$ cat src/rtl/mem_port_arbiter_pkg.sv
// -----------------------------------------------------------------------------
// mem_port_arbiter_pkg
//   Shared definitions for the unified memory-port arbiter: FSM state codes,
//   transaction owner encoding and the fetch-word select helper.
// -----------------------------------------------------------------------------
package mem_port_arbiter_pkg;

    // FSM state codes (plain constants so legacy code can share them).
    localparam logic [1:0] ARB_IDLE    = 2'd0;
    localparam logic [1:0] ARB_IF_WAIT = 2'd1;
    localparam logic [1:0] ARB_D_WAIT  = 2'd2;

    // Which requester a grant / in-flight transaction belongs to.
    typedef enum logic [1:0] {
        OWN_NONE = 2'd0,
        OWN_IF   = 2'd1,
        OWN_DATA = 2'd2
    } mem_owner_e;

    // A fetch returns one 32-bit instruction out of the 64-bit memory beat;
    // address bit 2 picks the half.
    function automatic logic [31:0] select_word(input logic hi, input logic [63:0] rdata);
        return hi ? rdata[63:32] : rdata[31:0];
    endfunction

endpackage

$ cat src/rtl/mem_arb_grant.sv
// -----------------------------------------------------------------------------
// mem_arb_grant
//   Combinational grant decision (DATA first, IF forced after STARVE_LIMIT
//   consecutive DATA grants while IF waits) plus the registered streak counter.
//   Ports:
//     clk, rstn       clock / async active-low reset
//     if_req_valid    fetch requester is asking
//     d_req_valid     data requester is asking
//     handshake       a request was accepted by memory this cycle
//     owner           owner of the accepted request (valid with handshake)
//     grant           requester that would be granted this cycle
// -----------------------------------------------------------------------------
module mem_arb_grant
    import mem_port_arbiter_pkg::*;
#(
    parameter int STARVE_LIMIT = 4
) (
    input  logic       clk,
    input  logic       rstn,
    input  logic       if_req_valid,
    input  logic       d_req_valid,
    input  logic       handshake,
    input  logic [1:0] owner,
    output logic [1:0] grant
);

    localparam int                  STREAK_W = $clog2(STARVE_LIMIT + 1);
    localparam logic [STREAK_W-1:0] LIMIT    = STREAK_W'(STARVE_LIMIT);

    logic [STREAK_W-1:0] streak_q, streak_d;
    logic                if_starved;

    assign if_starved = if_req_valid && (streak_q == LIMIT);

    // NOTE: every signal driven in always_comb gets a default first so no
    // path leaves it unassigned and no latch is inferred.
    always_comb begin
        grant = OWN_NONE;
        if (d_req_valid && !if_starved) begin
            grant = OWN_DATA;
        end else if (if_req_valid) begin
            grant = OWN_IF;
        end
    end

    // The streak only measures DATA wins while IF is actually waiting, so it
    // resets whenever IF stops asking.
    always_comb begin
        streak_d = streak_q;
        if (!if_req_valid) begin
            streak_d = '0;
        end else if (handshake && owner == OWN_IF) begin
            streak_d = '0;
        end else if (handshake && owner == OWN_DATA && streak_q != LIMIT) begin
            streak_d = streak_q + 1'b1;
        end
    end

    // NOTE: state registers use non-blocking assignments so every flop
    // samples the pre-edge value of its peers.
    always_ff @(posedge clk or negedge rstn) begin
        if (!rstn) begin
            streak_q <= '0;
        end else begin
            streak_q <= streak_d;
        end
    end

endmodule

$ cat src/rtl/mem_port_arbiter.sv
// -----------------------------------------------------------------------------
// mem_port_arbiter
//   Shares one memory port between instruction fetch (IF) and load/store
//   (DATA). One transaction outstanding at a time; responses are routed back
//   to the owner, fetch responses can be dropped on redirect, and responses
//   with no owner raise a sticky stray_rsp flag.
//   Ports:
//     clk, rstn                    clock / async active-low reset
//     if_req_* / if_rsp_*          fetch request / 32-bit instruction response
//     if_flush                     drop the in-flight fetch response
//     d_req_* / d_rsp_*            load/store request / response
//     mem_req_* / mem_rsp_*        unified memory port
//     stray_rsp                    sticky: response arrived while idle
// -----------------------------------------------------------------------------
module mem_port_arbiter
    import mem_port_arbiter_pkg::*;
#(
    parameter int ADDR_W       = 64,
    parameter int DATA_W       = 64,
    parameter int STARVE_LIMIT = 4
) (
    input  logic                clk,
    input  logic                rstn,

    input  logic                if_req_valid,
    input  logic [ADDR_W-1:0]   if_req_addr,
    output logic                if_req_ready,
    input  logic                if_flush,
    output logic                if_rsp_valid,
    output logic [31:0]         if_rsp_inst,

    input  logic                d_req_valid,
    input  logic                d_req_we,
    input  logic [ADDR_W-1:0]   d_req_addr,
    input  logic [DATA_W-1:0]   d_req_wdata,
    input  logic [DATA_W/8-1:0] d_req_wmask,
    output logic                d_req_ready,
    output logic                d_rsp_valid,
    output logic [DATA_W-1:0]   d_rsp_rdata,

    output logic                mem_req_valid,
    output logic                mem_req_we,
    output logic [ADDR_W-1:0]   mem_req_addr,
    output logic [DATA_W-1:0]   mem_req_wdata,
    output logic [DATA_W/8-1:0] mem_req_wmask,
    input  logic                mem_req_ready,
    input  logic                mem_rsp_valid,
    input  logic [DATA_W-1:0]   mem_rsp_rdata,

    output logic                stray_rsp
);

    logic [1:0] state_q, state_d;
    logic       drop_q, drop_d;     // in-flight fetch was flushed
    logic       hi_q, hi_d;         // latched fetch address bit 2
    logic       stray_q, stray_d;
    logic [1:0] grant;
    logic       handshake;

    assign handshake = (state_q == ARB_IDLE) && (grant != OWN_NONE) && mem_req_ready;
    assign stray_rsp = stray_q;

    mem_arb_grant #(
        .STARVE_LIMIT (STARVE_LIMIT)
    ) u_grant (
        .clk          (clk),
        .rstn         (rstn),
        .if_req_valid (if_req_valid),
        .d_req_valid  (d_req_valid),
        .handshake    (handshake),
        .owner        (grant),
        .grant        (grant)
    );

    always_comb begin
        state_d       = state_q;
        drop_d        = drop_q;
        hi_d          = hi_q;
        stray_d       = stray_q;
        mem_req_valid = 1'b0;
        mem_req_we    = 1'b0;
        mem_req_addr  = '0;
        mem_req_wdata = '0;
        mem_req_wmask = '0;
        if_req_ready  = 1'b0;
        d_req_ready   = 1'b0;
        if_rsp_valid  = 1'b0;
        if_rsp_inst   = '0;
        d_rsp_valid   = 1'b0;
        d_rsp_rdata   = '0;

        // Outputs are held quiet for the whole reset, not just after it.
        if (rstn) begin
            case (state_q)
                ARB_IDLE: begin
                    if (grant == OWN_DATA) begin
                        mem_req_valid = 1'b1;
                        mem_req_we    = d_req_we;
                        mem_req_addr  = d_req_addr;
                        mem_req_wdata = d_req_wdata;
                        mem_req_wmask = d_req_wmask;
                        d_req_ready   = mem_req_ready;
                    end else if (grant == OWN_IF) begin
                        mem_req_valid = 1'b1;
                        mem_req_addr  = if_req_addr;
                        if_req_ready  = mem_req_ready;
                    end
                    if (handshake) begin
                        if (grant == OWN_IF) begin
                            state_d = ARB_IF_WAIT;
                            hi_d    = if_req_addr[2];
                        end else begin
                            state_d = ARB_D_WAIT;
                        end
                    end
                    if (mem_rsp_valid) begin
                        stray_d = 1'b1;
                    end
                end
                ARB_IF_WAIT: begin
                    if (mem_rsp_valid) begin
                        // A flush in the response cycle drops it too.
                        if (!drop_q && !if_flush) begin
                            if_rsp_valid = 1'b1;
                            if_rsp_inst  = select_word(hi_q, 64'(mem_rsp_rdata));
                        end
                        state_d = ARB_IDLE;
                        drop_d  = 1'b0;
                    end else if (if_flush) begin
                        drop_d = 1'b1;
                    end
                end
                ARB_D_WAIT: begin
                    if (mem_rsp_valid) begin
                        d_rsp_valid = 1'b1;
                        d_rsp_rdata = mem_rsp_rdata;
                        state_d     = ARB_IDLE;
                    end
                end
                default: begin
                    state_d = ARB_IDLE;
                end
            endcase
        end
    end

    // NOTE: only control state is reset; a transaction in flight at reset is
    // simply abandoned because the FSM returns to IDLE.
    always_ff @(posedge clk or negedge rstn) begin
        if (!rstn) begin
            state_q <= ARB_IDLE;
            drop_q  <= 1'b0;
            hi_q    <= 1'b0;
            stray_q <= 1'b0;
        end else begin
            state_q <= state_d;
            drop_q  <= drop_d;
            hi_q    <= hi_d;
            stray_q <= stray_d;
        end
    end

endmodule

$ cat config.mk
export PLATFORM = sky130hd
export DESIGN_NAME = mem_port_arbiter
export DESIGN_NICKNAME = d
export VERILOG_FILES = /design/src/rtl/mem_port_arbiter_pkg.sv /design/src/rtl/mem_arb_grant.sv /design/src/rtl/mem_port_arbiter.sv
export SDC_FILE = /design/constraint.sdc
export NUM_CORES = 1
export LEC_CHECK = 0
export BUFFER_PORTS_ARGS = -buffer_cell sky130_fd_sc_hd__buf_2
export CAP_MARGIN = 15
export CORE_AREA = 2 2 196 198
export CTS_CLUSTER_DIAMETER = 150
export DETAILED_ROUTE_END_ITERATION = 16
export DIE_AREA = 0 0 198 200
export HOLD_SLACK_MARGIN = 0.12
export SYNTH_ARGS = -nofsm -noshare
export SYNTH_HDL_FRONTEND = slang
export SYNTH_HIERARCHICAL = 1
export SYNTH_SLANG_ARGS = --single-unit
$ cat constraint.sdc
create_clock -name clk -period 4 [get_ports clk]
set_clock_uncertainty 0.2 [all_clocks]
set_input_delay 0.4 -clock clk [delete_from_list [all_inputs] [get_ports clk]]
set_output_delay 0.4 -clock clk [all_outputs]
set_load 0.05 [all_outputs]
Yosys cells after proc, flatten, opt, wreduce, memory -nomap -nowiden
Cells that the tools add are included.
{"block": "op_classes", "n_shift": 0, "n_bitwise": 0, "n_reduce_logical": 19, "n_lt_le_gt_ge": 0, "n_mux": 50, "n_div": 0, "n_addsub": 1, "eq_ne": 9, "n_mul": 0}
{"op": "$mux W64", "count": 10}
{"op": "$mux W32", "count": 5}
{"op": "$mux W1", "count": 24}
{"op": "$mux W8", "count": 3}
{"op": "$mux W3", "count": 3}
{"op": "$reduce_and A3 Y1", "count": 3}
{"op": "$logic_and A1 B1 Y1", "count": 8}
{"op": "$mux W2", "count": 4}
{"op": "$eq A2 B1 Y1 const B", "count": 2}
{"op": "$eq A2 B2 Y1 const B", "count": 2}
{"op": "$ne A2 B1 Y1 const B", "count": 2}
{"op": "$pmux W2 S2", "count": 1}
{"op": "$reduce_and A4 Y1", "count": 1}
{"op": "$reduce_bool A2 Y1", "count": 2}
{"op": "$add A3 B1 Y3 const B", "count": 1}
{"op": "$eq A3 B3 Y1 const B", "count": 1}
{"op": "$logic_not A1 Y1", "count": 3}
{"op": "$ne A3 B1 Y1 const B", "count": 1}
{"op": "$ne A3 B3 Y1 const B", "count": 1}
{"op": "$logic_not A2 Y1", "count": 1}
{"op": "$reduce_or A2 Y1", "count": 1}
{"block": "totals", "romBits": 0, "memories": 0, "mem_bits_rw": 0, "wordCells": 84, "ff_bits": 8, "latch_bits": 0, "inputBits": 272}

Depth between registers and ports, before layout
Gate-level depths: netlist of the first run.
{"block": "logic_depth", "word_depth": 13, "ltp_mapped": 12}

Modules after synthesis
The synthesis of the first run kept the hierarchy.
{"mod": "mem_port_arbiter", "seq_area_each_um2": 125.1, "area_per_inst_um2": 2509.9, "cells_each": 342, "n_inst": 1}
{"mod": "mem_arb_grant", "seq_area_each_um2": 75.1, "area_per_inst_um2": 219.0, "cells_each": 23, "n_inst": 1}

Least setup slack after synthesis of the first run
Ideal clock, no wire load.
{"block": "synth_path", "path_kind": "register to output", "start": "reg u_grant.streak_q[0]", "end": "out mem_req_addr[17]", "path_stages_with_launch": 12, "n_path_buf": 2, "path_slack_ns": 0.742, "t_required_ns": 3.400, "arrival_ns": 2.658, "cell_sequence": "dfrtp_1 -> inv_1 -> ha_1 -> and2_4 -> a21boi_0 -> nor2b_1 -> inv_1 -> ha_1 -> and3_4 -> buf_6 -> buf_6 -> a22o_1"}
{"block": "synth_via", "elab_chain_cells": 10, "elab_cells_between_ends": 11, "classes_between": "3 x eq/ne; 5 x mux; 3 x reduce/logical"}
{"item": "from (decl)", "line": "mem_arb_grant.sv:30", "text": "logic [STREAK_W-1:0] streak_q, streak_d;"}
{"item": "from (signal assigned)", "line": "mem_arb_grant.sv:65", "text": "streak_q <= streak_d;"}
{"item": "$eq A3 B3 Y1 *", "line": "mem_arb_grant.sv:33", "text": "assign if_starved = if_req_valid && (streak_q == LIMIT);"}
{"item": "$logic_and A1 B1 Y1 *", "line": "mem_arb_grant.sv:33"}
{"item": "$logic_not A1 Y1 *", "line": "mem_arb_grant.sv:39", "text": "if (d_req_valid && !if_starved) begin"}
{"item": "$logic_and A1 B1 Y1 *", "line": "mem_arb_grant.sv:39"}
{"item": "$mux W2 *", "line": "mem_arb_grant.sv:39"}
{"item": "via grant[1]", "line": "mem_port_arbiter.sv:57", "text": "logic [1:0] grant;"}
{"item": "$eq A2 B1 Y1", "line": "mem_port_arbiter.sv:103", "text": "end else if (grant == OWN_IF) begin"}
{"item": "$mux W64", "line": "mem_port_arbiter.sv:103"}
{"item": "$mux W64 *", "line": "mem_port_arbiter.sv:96", "text": "if (grant == OWN_DATA) begin"}
{"item": "$mux W64 *", "line": "mem_port_arbiter.sv:94", "text": "case (state_q)"}
{"item": "$mux W64 *", "line": "mem_port_arbiter.sv:93", "text": "if (rstn) begin"}
{"item": "to (decl)", "line": "mem_port_arbiter.sv:43", "text": "output logic [ADDR_W-1:0] mem_req_addr,"}
The timed path passes the listed nets; every way through them passes the cells marked *.

Final worst setup path of the first run
{"block": "layout_path", "start": "reg u_grant.streak_q[0]", "end": "out mem_req_addr[2]"}
The elaborated chain is that of the path after synthesis.

==> results of run 1 <==
## worst max-delay path, delay by kind of cell, from the launching register on
family	cells	cell delay, ns
buffers and inverters	5	0.70
AND/OR/NAND/NOR	3	0.69
AO/OA/AOI/OAI	2	0.42
adder cells (fa/ha/maj)	2	0.41
flip-flops	1	0.39
## cell usage in the layout (no fill, tap or decap), types with 2 or more instances in the layout
| master | n |
|---|---|
| nor2_1 | 35 |
| inv_1 | 10 |
| and2_1 | 139 |
| clkbuf_16 | 3 |
| a31oi_1 | 2 |
| nand2_1 | 2 |
| dfrtp_1 | 7 |
| buf_12 | 57 |
| a21oi_1 | 3 |
| ha_1 | 8 |
| diode_2 | 9 |
| nand2b_1 | 2 |
| a22o_1 | 64 |
| buf_2 | 455 |
| mux2i_1 | 34 |
| buf_4 | 4 |
| o21ai_0 | 4 |
## state kept, by name, summed over array words and instances (netlist names)
signal	count
stray_rsp	1
drop_q	1
hi_q	1
u_grant/streak_q	3
state_q	2
## through the flow
stage	hold WS, ns	setup slack [ns]	utilization
floorplan	-0.0956	0.742	-
global placement	0.112	0.764	0.175
detailed placement	0.114	0.707	0.175
CTS	0.228	0.445	0.178
global route	0.266	0.264	0.178
finish	0.239	0.445	0.178
## how the worst max path moves through the flow
stage,start,to,slack (ns),cells after the start
2_1_floorplan,u_grant/streak_q[0],mem_req_addr[17],0.74,11
3_3_place_gp,u_grant/streak_q[0],mem_req_addr[2],0.76,12
3_5_place_dp,u_grant/streak_q[0],mem_req_addr[6],0.71,12
4_1_cts,u_grant/streak_q[0],mem_req_addr[6],0.44,12
5_1_grt,u_grant/streak_q[0],mem_req_addr[12],0.26,12
6_report,u_grant/streak_q[0],mem_req_addr[2],0.44,12
## cell usage after synthesis, types with 3 or more instances
master / n / area share
a22o_1: 64 / 0.21
clkbuf_1: 9 / 0.012
nor2_1: 35 / 0.048
buf_2: 6 / 0.011
dfrtp_1: 8 / 0.073
and2_1: 139 / 0.32
inv_1: 10 / 0.014
a21oi_1: 3 / 0.0055
ha_1: 8 / 0.037
buf_4: 10 / 0.028
mux2i_1: 34 / 0.12
buf_6: 12 / 0.050
o21ai_0: 4 / 0.0073
## metal layers
layer | track usage | vias up
met1 | 0.114 | 2103
li1 | - | 2228
met5 | 0 | -
met2 | 0.182 | 314
met4 | 0.00863 | 18
met3 | 0.0481 | 34
## power by group through the flow
stage | logic (mW) | clock network, mW | registers, mW
finish | 1.64 | 0.171 | 0.167
global route | 1.73 | 0.176 | 0.174
CTS | 1.66 | 0.174 | 0.169
detailed placement | 1.65 | 0 | 0.169
global placement | 1.64 | 0 | 0.168
floorplan | 1.12 | 0 | 0.107
## kinds of logic (layout without fill, tap and decap cells)
| logic type | Yosys count | count (layout) | synth area share |
|---|---|---|---|
| flops | 8 | 8 | 0.0734 |
| other cells | 0 | 9 | 0 |
| mux | 35 | 35 | 0.129 |
| simple gates | 191 | 191 | 0.415 |
| buf+inv | 47 | 531 | 0.114 |
| fa+ha+maj | 8 | 8 | 0.0367 |
| compound gates | 76 | 76 | 0.232 |
## area by class of cell
type	count	share of cell area
Antenna cell	9	0.00338
Inverter	10	0.00563
Timing Repair Buffer	517	0.519
Sequential cell	8	0.0302
Multi-Input combinational cell	310	0.334
Tap cell	511	0.0960
Clock buffer	4	0.0118
## what timing repair did
action,in CTS,in global routing
setup endpoints to repair,0,0
endpoints found under the hold margin,8,0
hold buffers,1,0
==> run_results.csv, run 1 <==
group,metric,value,unit
floorplan,rows,71,
logic_synthesis,synth.distinct_cells,32,
clocking,insertion_delay,0.23,ns
route,ant_nets,0,
timing,maxSlewHeadroom,0.324,
cells_and_area,area_delta_synth_final,144,%
worst_setup_path,ff2ff_setup_slack,1.01,ns
logic_synthesis,synth_nets,645,
placement,gp_congestion,0.836,
global_routing,grt_remaining_overflow,0,
worst_setup_path,path_cells,"inv_1 > ha_1 > and2_4 > a21boi_0 > buf_4 > nor2b_1 > inv_1 > ha_1 > and3_4 > buf_12 > a22o_1 > buf_12",
timing,finalHoldViolCount,0,
global_routing,track_usage,0.102,
pwr,peakVddDrop,161,uV
clocking,clock-root-buffer,"clkbuf_16",
pwr,p_seq_frac,0.084,
clocking,cts_buffers,3,
worst_setup_path,crit_required,3.40,ns
cells_and_area,fin_nets,1130,
cells_and_area,multi_input_area,2220,sq um
pwr,p_per_area,297,nW/um^2
worst_setup_path,critPathCaptureType,"output port",
logic_synthesis,synth_ff_type,"dfrtp_1",
route,wl_met1,8.73,mm
clocking,cts_tree,"done",
worst_setup_path,start_kind,"flop",
worst_hold_path,whs_endpoint,"drop_q",
worst_setup_path,worstPathArrival,2.96,ns
logic_synthesis,avgSynthCellArea,7.48,sq um
logic_synthesis,ys_ff_latch,8,
worst_setup_path,rr_worst_depth,13,
worst_setup_path,r2r-start,"u_grant/streak_q[0]",
logic_synthesis,async_reset_ff_frac,1.00,
clocking,cts_sinks,8,
pwr,p_sw,1.16,mW
route,vias,4697,
placement,dpl.hpwl,19.9,mm
floorplan,coreArea,37400,sq um
route,met2RoutedLength,11.1,mm
floorplan,pin_count,511,
pwr,p_clk_frac,0.086,
global_routing,antenna_found_initial,20,
worst_hold_path,hp-start,"mem_rsp_valid",
route,wl,22.9,mm
floorplan,dieArea,39600,sq um
route,detail_route.wl_per_cell,16.7,um
route,routed.top_layer,"met5",
timing,fin_tns_setup,0,ns
route,dr.pass1.iters,4,
timing,rsz0062_at_grt,"false",
timing,layout_worst_path_cycle_share,0.889,
route,wl_met3,2.83,mm
cells_and_area,layout-drive-gt1-share,0.623,
logic_synthesis,yosysWarningCount,6,
floorplan,die_y,200,um
worst_setup_path,max_stage_delay,0.39,ns
cells_and_area,fillers,4220,
cells_and_area,final_cell_count_no_fill,1369,
worst_setup_path,crit_type,"flop to output port",
worst_setup_path,cp_slowest_cell,"dfrtp_1",
timing,maxSlewViolCount,0,
global_routing,grt_first_pass_wirelength,29.0,mm
logic_synthesis,yosysSeqAreaShare,0.0734,
clocking,cts_buffer_depth,2,
job,drv_cap,0,
global_routing,grt_pass1_vias,4270,
pwr,p_int,0.820,mW
worst_hold_path,min_path_cells,2,
pwr,finalPower,1.98,mW
cells_and_area,design_area,6660,sq um
logic_synthesis,synth_edf_count,0,
clocking,htree_num_levels,1,
placement,dp_cells,1355,
timing,max_freq,281,MHz
pwr,leakage,3.67,nW
cells_and_area,ff_latch_area,201,sq um
logic_synthesis,syn-instance-count,365,
placement,port_buffers,510,
timing,setup_viol,0,
placement,post_dp_cell_area,6550,sq um
clocking,ctsResizeCount,0,
logic_synthesis,synth_area,2730,sq um
timing,tightestPinTransition,1.01,ns
floorplan,die_x,198,um
route,drcViolationCount,0,
worst_setup_path,timing.rr.end,"u_grant/streak_q[0]",
status,status,"completed",
route,initialDrtViolationCount,194,
worst_setup_path,crit_fanout,79,
worst_hold_path,worstHoldPathType,"input pin to flop",
route,avgViaCountPerCell,3.43,
floorplan,start_util,0.0730,
pwr,swShare,0.586,
global_routing,grt_max_degree,80,
clocking,path_clk_slew,0.04,ns
clocking,postCtsSetupRepairBufs,0,
pwr,power_frac_comb,0.830,
timing,period_needed,3.56,ns
No activity file was read; power rests on OpenSTA's default activity.
==> run 2, diff against run 1 <==
--- a/config.mk
+++ b/config.mk
@@ -5,14 +5,16 @@
 export SDC_FILE = /design/constraint.sdc
 export NUM_CORES = 1
 export LEC_CHECK = 0
+export ABC_AREA = 1
 export BUFFER_PORTS_ARGS = -buffer_cell sky130_fd_sc_hd__buf_2
 export CAP_MARGIN = 15
-export CORE_AREA = 2 2 196 198
+export CORE_AREA = 2 2 198 200
 export CTS_CLUSTER_DIAMETER = 150
 export DETAILED_ROUTE_END_ITERATION = 16
-export DIE_AREA = 0 0 198 200
+export DIE_AREA = 0 0 200 202
 export HOLD_SLACK_MARGIN = 0.12
 export SYNTH_ARGS = -nofsm -noshare
 export SYNTH_HDL_FRONTEND = slang
 export SYNTH_HIERARCHICAL = 1
 export SYNTH_SLANG_ARGS = --single-unit
+export TNS_END_PERCENT = 20
==> run 2 against run 1 <==
Net effect: worst hold slack gained 0.019 ns; sequential share of layout area grew 0.087 points; global-route usage shrank 1.4 points; non-clock buffer count grew 6; critical path type unchanged.
==> run_results.csv, run 2 <==
group,metric,value,unit
clocking,cts_buffer_depth,2,
timing,maxSlewHeadroom,0.518,
placement,gp_congestion,0.878,
worst_setup_path,worstPathArrival,2.87,ns
cells_and_area,regMostFlops,"u_grant/streak_q",
logic_synthesis,synth.distinct_cells,25,
clocking,cts_buffers,3,
timing,tightestPinTransition,0.723,ns
worst_setup_path,crit_top_cell,"inv_1",
logic_synthesis,syn-instance-count,702,
logic_synthesis,yosysWarningCount,6,
timing,max_freq,288,MHz
placement,post_dp_cell_area,6380,sq um
floorplan,pin_count,511,
logic_synthesis,synth.area.mux_share,0,
worst_setup_path,crit_start,"u_grant/streak_q[0]",
cells_and_area,mostFrequentLayoutCell,"buf_2",
timing,rsz0062_at_grt,"false",
timing,layout_worst_path_cycle_share,0.867,
route,vias,5770,
cells_and_area,final_cell_count_no_fill,1705,
pwr,peakVddDrop,129,uV
logic_synthesis,yosysMostFrequentCell,"nor2_1",
worst_setup_path,crit_required,3.40,ns
logic_synthesis,ys_ff_latch,8,
cells_and_area,largest_reg_flops,3,
route,ant_nets,0,
cells_and_area,design_area,6470,sq um
worst_setup_path,path_cells,"inv_1 > ha_1 > nand2_2 > o21ai_2 > inv_1 > nor2_1 > inv_1 > ha_2 > inv_1 > nand2_1 > nor2_4 > buf_12 > nand2_1 > nand2_1 > buf_2",
route,wl,20.0,mm
timing,maxSlewViolCount,0,
logic_synthesis,synth_nets,982,
logic_synthesis,avgSynthCellArea,4.50,sq um
timing,fin_tns_setup,0,ns
clocking,cts_sinks,8,
cells_and_area,area_delta_synth_final,105,%
job,drv_cap,0,
placement,port_buffers,510,
worst_setup_path,start_kind,"flop",
logic_synthesis,synth_area,3160,sq um
worst_hold_path,worstHoldPathType,"input pin to flop",
cells_and_area,reg_top3,"u_grant/streak_q (3), state_q (2)",
worst_setup_path,cp_slowest_cell,"dfrtp_1",
worst_setup_path,timing.rr.end,"u_grant/streak_q[2]",
clocking,clock-root-buffer,"clkbuf_16",
floorplan,die_y,202,um
logic_synthesis,synth_edf_count,0,
logic_synthesis,synth_area_leaders,"nor2_1 (24%), inv_1 (19%), nand2_1 (18%)",
global_routing,antenna_found_initial,5,
clocking,insertion_delay,0.24,ns
logic_synthesis,async_reset_ff_frac,1.00,
floorplan,start_util,0.0826,
worst_setup_path,max_stage_delay,0.40,ns
global_routing,track_usage,0.0880,
logic_synthesis,synth_area_leader_cell,"nor2_1",
logic_synthesis,yosysSeqAreaShare,0.0633,
floorplan,dieArea,40400,sq um
clocking,path_clk_slew,0.04,ns
cells_and_area,fin_nets,1465,
floorplan,coreArea,38300,sq um
pwr,leakage,4.60,nW
global_routing,grt_first_pass_wirelength,27.3,mm
status,status,"completed",
logic_synthesis,synth_top_family_by_area,"simple AND/OR/NAND/NOR gates",
worst_setup_path,crit_type,"flop to output port",
pwr,p_per_area,297,nW/um^2
cells_and_area,layout-drive-gt1-share,0.464,
global_routing,grt_pass1_vias,4917,
worst_setup_path,rr_worst_depth,15,
cells_and_area,final_cell_mix,"buf_2 (501), nor2_1 (203), inv_1 (158)",
route,drcViolationCount,0,
logic_synthesis,synth_ff_type,"dfrtp_1",
logic_synthesis,synthSimpleGateAreaFrac,0.569,
logic_synthesis,synthTopCellsByCount,"nor2_1 (203), inv_1 (158), nand2_1 (151)",
worst_setup_path,critPathCaptureType,"output port",
route,initialDrtViolationCount,249,
placement,dp_cells,1697,
worst_setup_path,ff2ff_setup_slack,1.50,ns
placement,dpl.hpwl,17.3,mm
clocking,cts_tree,"done",
timing,period_needed,3.47,ns
route,detail_route.wl_per_cell,11.8,um
logic_synthesis,synth_compound_area_frac,0.0633,
clocking,htree_num_levels,1,
floorplan,rows,72,
worst_setup_path,endpoint,"mem_req_addr[50]",
logic_synthesis,netlist.area_leader.share,0.241,
route,avgViaCountPerCell,3.38,
logic_synthesis,synth_adder_area_share,0.0317,
floorplan,die_x,200,um
worst_setup_path,crit_fanout,64,
timing,finalHoldViolCount,0,
global_routing,grt_max_degree,66,
worst_setup_path,r2r-start,"u_grant/streak_q[0]",
global_routing,grt_remaining_overflow,0,
logic_synthesis,synthXorXnorAreaFrac,0,
timing,setup_viol,0,
route,dr.pass1.iters,4,
clocking,ctsResizeCount,0,
==> run 2: area by class of cell <==
| type | count | area (sq um) |
|---|---|---|
| repair buffers | 523 | 2830 |
| diodes | 3 | 7.51 |
| clock buffers | 4 | 78.8 |
| multi-input cells | 488 | 2110 |
| fillers | 4497 | 31800 |
| flip-flops and latches | 8 | 201 |
| well taps | 518 | 648 |
| inverters | 161 | 606 |
==> run 2: timing repair <==
action / 4_1_cts / 5_1_grt
setup buffers: 0 / 0
endpoints found under the hold margin: 8 / 0
hold buffers: 1 / 0
==> run 2: stage by stage <==
| step | hold slack (ns) | power, mW | utilization | setup WS (ns) |
|---|---|---|---|---|
| finish | 0.259 | 1.93 | 0.169 | 0.533 |
| global route | 0.302 | 2.06 | 0.169 | 0.272 |
| global placement | 0.0962 | 1.76 | 0.167 | 0.747 |
| floorplan | -0.0956 | 1.28 | - | 0.817 |
| detailed placement | 0.0979 | 1.76 | 0.167 | 0.779 |
| CTS | 0.274 | 1.95 | 0.169 | 0.516 |
==> run 2: power breakdown <==
part	leakage (nW)	switching (mW)	internal (mW)
registers	0.102	0.0307	0.0958
logic	4.46	1.20	0.422
clock network	0.0382	0.0435	0.133
==> run 2: kinds of logic after synthesis <==
family,Yosys count
DFF,8
AOI/OAI and AO/OA,38
and+or+nand+nor,442
buffers and inverters,206
adders and majority gates,8
==> run 2: how the worst min path moves through the flow <==
stage,start,end,slack [ns],depth (start not counted)
final,if_req_addr[2],hi_q,0.26,3
after global routing,if_req_addr[2],hi_q,0.30,3
after CTS,if_req_addr[2],hi_q,0.27,3
after detailed placement,rstn,drop_q,0.1,1
after global placement,rstn,drop_q,0.1,1
after floorplan,rstn,drop_q,-0.1,0
==> run 2: routing by layer <==
metal  part of all wire  up-vias  wire (um)  global-route usage
li1                   -     2998          -                   -
met1               0.41     2422       8120               0.104
met5                  0        -          0                   0
met3              0.086       24       1720              0.0155
met2               0.48      326       9570               0.158
met4              0.031        0        626              0.0291
==> run 2: worst max-delay path: cells and delay by family (launching register included) <==
kind	cells	cell delay, ns
buffers and inverters	6	0.87
and+or+nand+nor	6	0.79
DFF	1	0.40
adders and majority gates	2	0.38
AOI/OAI and AO/OA	1	0.13
==> run 3, diff against run 2 <==
--- a/config.mk
+++ b/config.mk
@@ -8,10 +8,10 @@
 export ABC_AREA = 1
 export BUFFER_PORTS_ARGS = -buffer_cell sky130_fd_sc_hd__buf_2
 export CAP_MARGIN = 15
-export CORE_AREA = 2 2 198 200
+export CORE_AREA = 2 2 200 202
 export CTS_CLUSTER_DIAMETER = 150
 export DETAILED_ROUTE_END_ITERATION = 16
-export DIE_AREA = 0 0 200 202
+export DIE_AREA = 0 0 202 204
 export HOLD_SLACK_MARGIN = 0.12
 export SYNTH_ARGS = -nofsm -noshare
 export SYNTH_HDL_FRONTEND = slang
==> constraint.sdc (replaced) <==
create_clock -name clk -period 4.05 [get_ports clk]
set_clock_uncertainty 0.2 [all_clocks]
set_input_delay 0.405 -clock clk [delete_from_list [all_inputs] [get_ports clk]]
set_output_delay 0.405 -clock clk [all_outputs]
set_load 0.05 [all_outputs]
==> run 3 against run 2 <==
Net effect: global-route usage decreased by 1.2 points; sequential cell count unchanged; highest routed layer unchanged; combinational power decreased by 6%; critical endpoint is now mem_req_addr[24]; sequential share of layout area is essentially flat.
==> run_results.csv, run 3 (same netlist as run 2, synthesis figures left out) <==
group,metric,value,unit
floorplan,coreArea,39200,sq um
clocking,cts_buffers,3,
floorplan,rows,73,
worst_setup_path,path_buf_inv,5,
floorplan,pin_count,511,
timing,max_freq,297,MHz
cells_and_area,fillers,4626,
timing,worst_slack,0.684,ns
floorplan,start_util,0.0807,
placement,dp_cells,1705,
global_routing,antenna_found_initial,0,
global_routing,use_met1,0.0959,
cells_and_area,final_cell_count_no_fill,1710,
timing,rsz0062_at_grt,"false",
global_routing,top_usage_layer,"met2",
global_routing,grt.met2_usage,0.136,
timing,setup_viol,0,
clocking,ctsResizeCount,0,
cells_and_area,fin_nets,1466,
cells_and_area,final_cell_mix,"buf_2 (504), nor2_1 (203), inv_1 (158)",
route,initialDrtViolationCount,317,
pwr,peakVddDrop,120,uV
worst_setup_path,path_cells,"inv_1 > ha_1 > nand2_2 > o21ai_2 > inv_1 > nor2_1 > inv_1 > ha_2 > buf_4 > nand3_1 > nand2_1 > buf_2",
worst_setup_path,crit_type,"flop to output port",
worst_setup_path,start_kind,"flop",
cells_and_area,layout-drive-gt1-share,0.464,
placement,port_buffers,510,
timing,finalHoldViolCount,0,
floorplan,die_y,204,um
worst_setup_path,cp_slowest_cell,"buf_4",
worst_setup_path,worstPathArrival,2.76,ns
route,ant_nets,0,
worst_setup_path,cp_num_cells,12,
worst_hold_path,min_path_cells,3,
cells_and_area,utilization,0.164,
clocking,cts_sinks,8,
route,wl,17.7,mm
global_routing,grt_first_pass_wirelength,25.6,mm
cells_and_area,regMostFlops,"u_grant/streak_q",
route,drcViolationCount,0,
clocking,cts_buffer_depth,2,
floorplan,dieArea,41200,sq um
placement,dpl.hpwl,15.2,mm
clocking,htree_num_levels,1,
worst_setup_path,crit_fanout,64,
worst_setup_path,critPathCaptureType,"output port",
route,vias,5651,
pwr,p_per_area,290,nW/um^2
cells_and_area,n_antenna_cell,0,
cells_and_area,area_delta_synth_final,103,%
timing,maxSlewHeadroom,0.417,
timing,period_needed,3.37,ns
worst_hold_path,worstHoldPathType,"input pin to flop",
clocking,path_clk_slew,0.04,ns
floorplan,die_x,202,um
timing,fin_tns_setup,0,ns
route,avgViaCountPerCell,3.30,
status,status,"completed",
timing,maxSlewViolCount,0,
pwr,leakage,4.59,nW
global_routing,track_usage,0.0765,
timing,tightestPinTransition,0.874,ns
worst_setup_path,cpLargestDelayFamily,"buffers and inverters",
worst_setup_path,crit_top_cell,"inv_1",
route,dr.pass1.iters,7,
cells_and_area,mostFrequentLayoutCell,"buf_2",
placement,place_ws,0.915,ns
worst_setup_path,crit_required,3.44,ns
clocking,clock-root-buffer,"clkbuf_16",
cells_and_area,reg_top3,"u_grant/streak_q (3), state_q (2)",
clocking,insertion_delay,0.24,ns
global_routing,grt_util_met3,0.0164,
route,detail_route.wl_per_cell,10.4,um
global_routing,grt_remaining_overflow,0,
worst_setup_path,rr_worst_depth,15,
clocking,cts_tree,"done",
job,drv_cap,0,
worst_setup_path,max_stage_delay,0.52,ns
cells_and_area,largest_reg_flops,3,
global_routing,grt_max_degree,65,
timing,layout_worst_path_cycle_share,0.831,
placement,gp_congestion,0.874,
pwr,finalPower,1.86,mW
global_routing,grt_pass1_vias,4943,
[run 3: cell count changes in the layout (fill, tap and decap cells not counted)]
cell     change
buf_2        +3
diode_2      -3
buf_4        +2
buf_12       -4
[run 3: tightest hold or removal path, cell delays in order]
cell,delay [ns]
buf_2,0.14
nand3_1,0.09
nand2_1,0.05
[run 3: routing by layer]
layer | share of wire | vias to the layer above
li1 | - | 2989
met1 | 0.43 | 2350
met4 | 0.014 | 0
met5 | 0 | -
met2 | 0.48 | 300
met3 | 0.083 | 12
[run 3: stage by stage]
| step | hold WS [ns] | cell area (sq um) |
|---|---|---|
| 2_1_floorplan | -0.0906 | 3160 |
| 3_3_place_gp | 0.171 | 6340 |
| 3_5_place_dp | 0.173 | 6340 |
| 4_1_cts | 0.294 | 6430 |
| 5_1_grt | 0.326 | 6430 |
| 6_report | 0.282 | 6430 |
[run 3: path summary, 6_finish.rpt]
check / start / endpoint / slack [ns]
max: u_grant/streak_q[0] / mem_req_addr[24] / 0.68
min: if_req_addr[2] / hi_q / 0.28
max reg2reg: u_grant/streak_q[0] / u_grant/streak_q[2] / 1.49
min reg2reg: state_q[1] / state_q[1] / 0.30
max in group asynchronous: rstn / hi_q / 3.01
min in group asynchronous: rstn / drop_q / 0.47
[run 3: area by class of cell]
type | count | area (sq um) | share of cell area
inverters | 161 | 606 | 0.0942
multi-input cells | 488 | 2110 | 0.328
repair buffers | 524 | 2780 | 0.432
well taps | 525 | 657 | 0.102
clock buffers | 4 | 78.8 | 0.0123
flip-flops and latches | 8 | 201 | 0.0313
[run 3: power by group]
part | switching, mW | internal, mW
Sequential | 0.0630 | 0.0937
Clock | 0.0447 | 0.132
Combinational | 1.13 | 0.402
Total | 1.23 | 0.627
[run 3: what timing repair did]
item                      in CTS  in global routing
hold endpoints to repair       8                  0
hold buffers                   1                  0
buffers inserted               0                  0
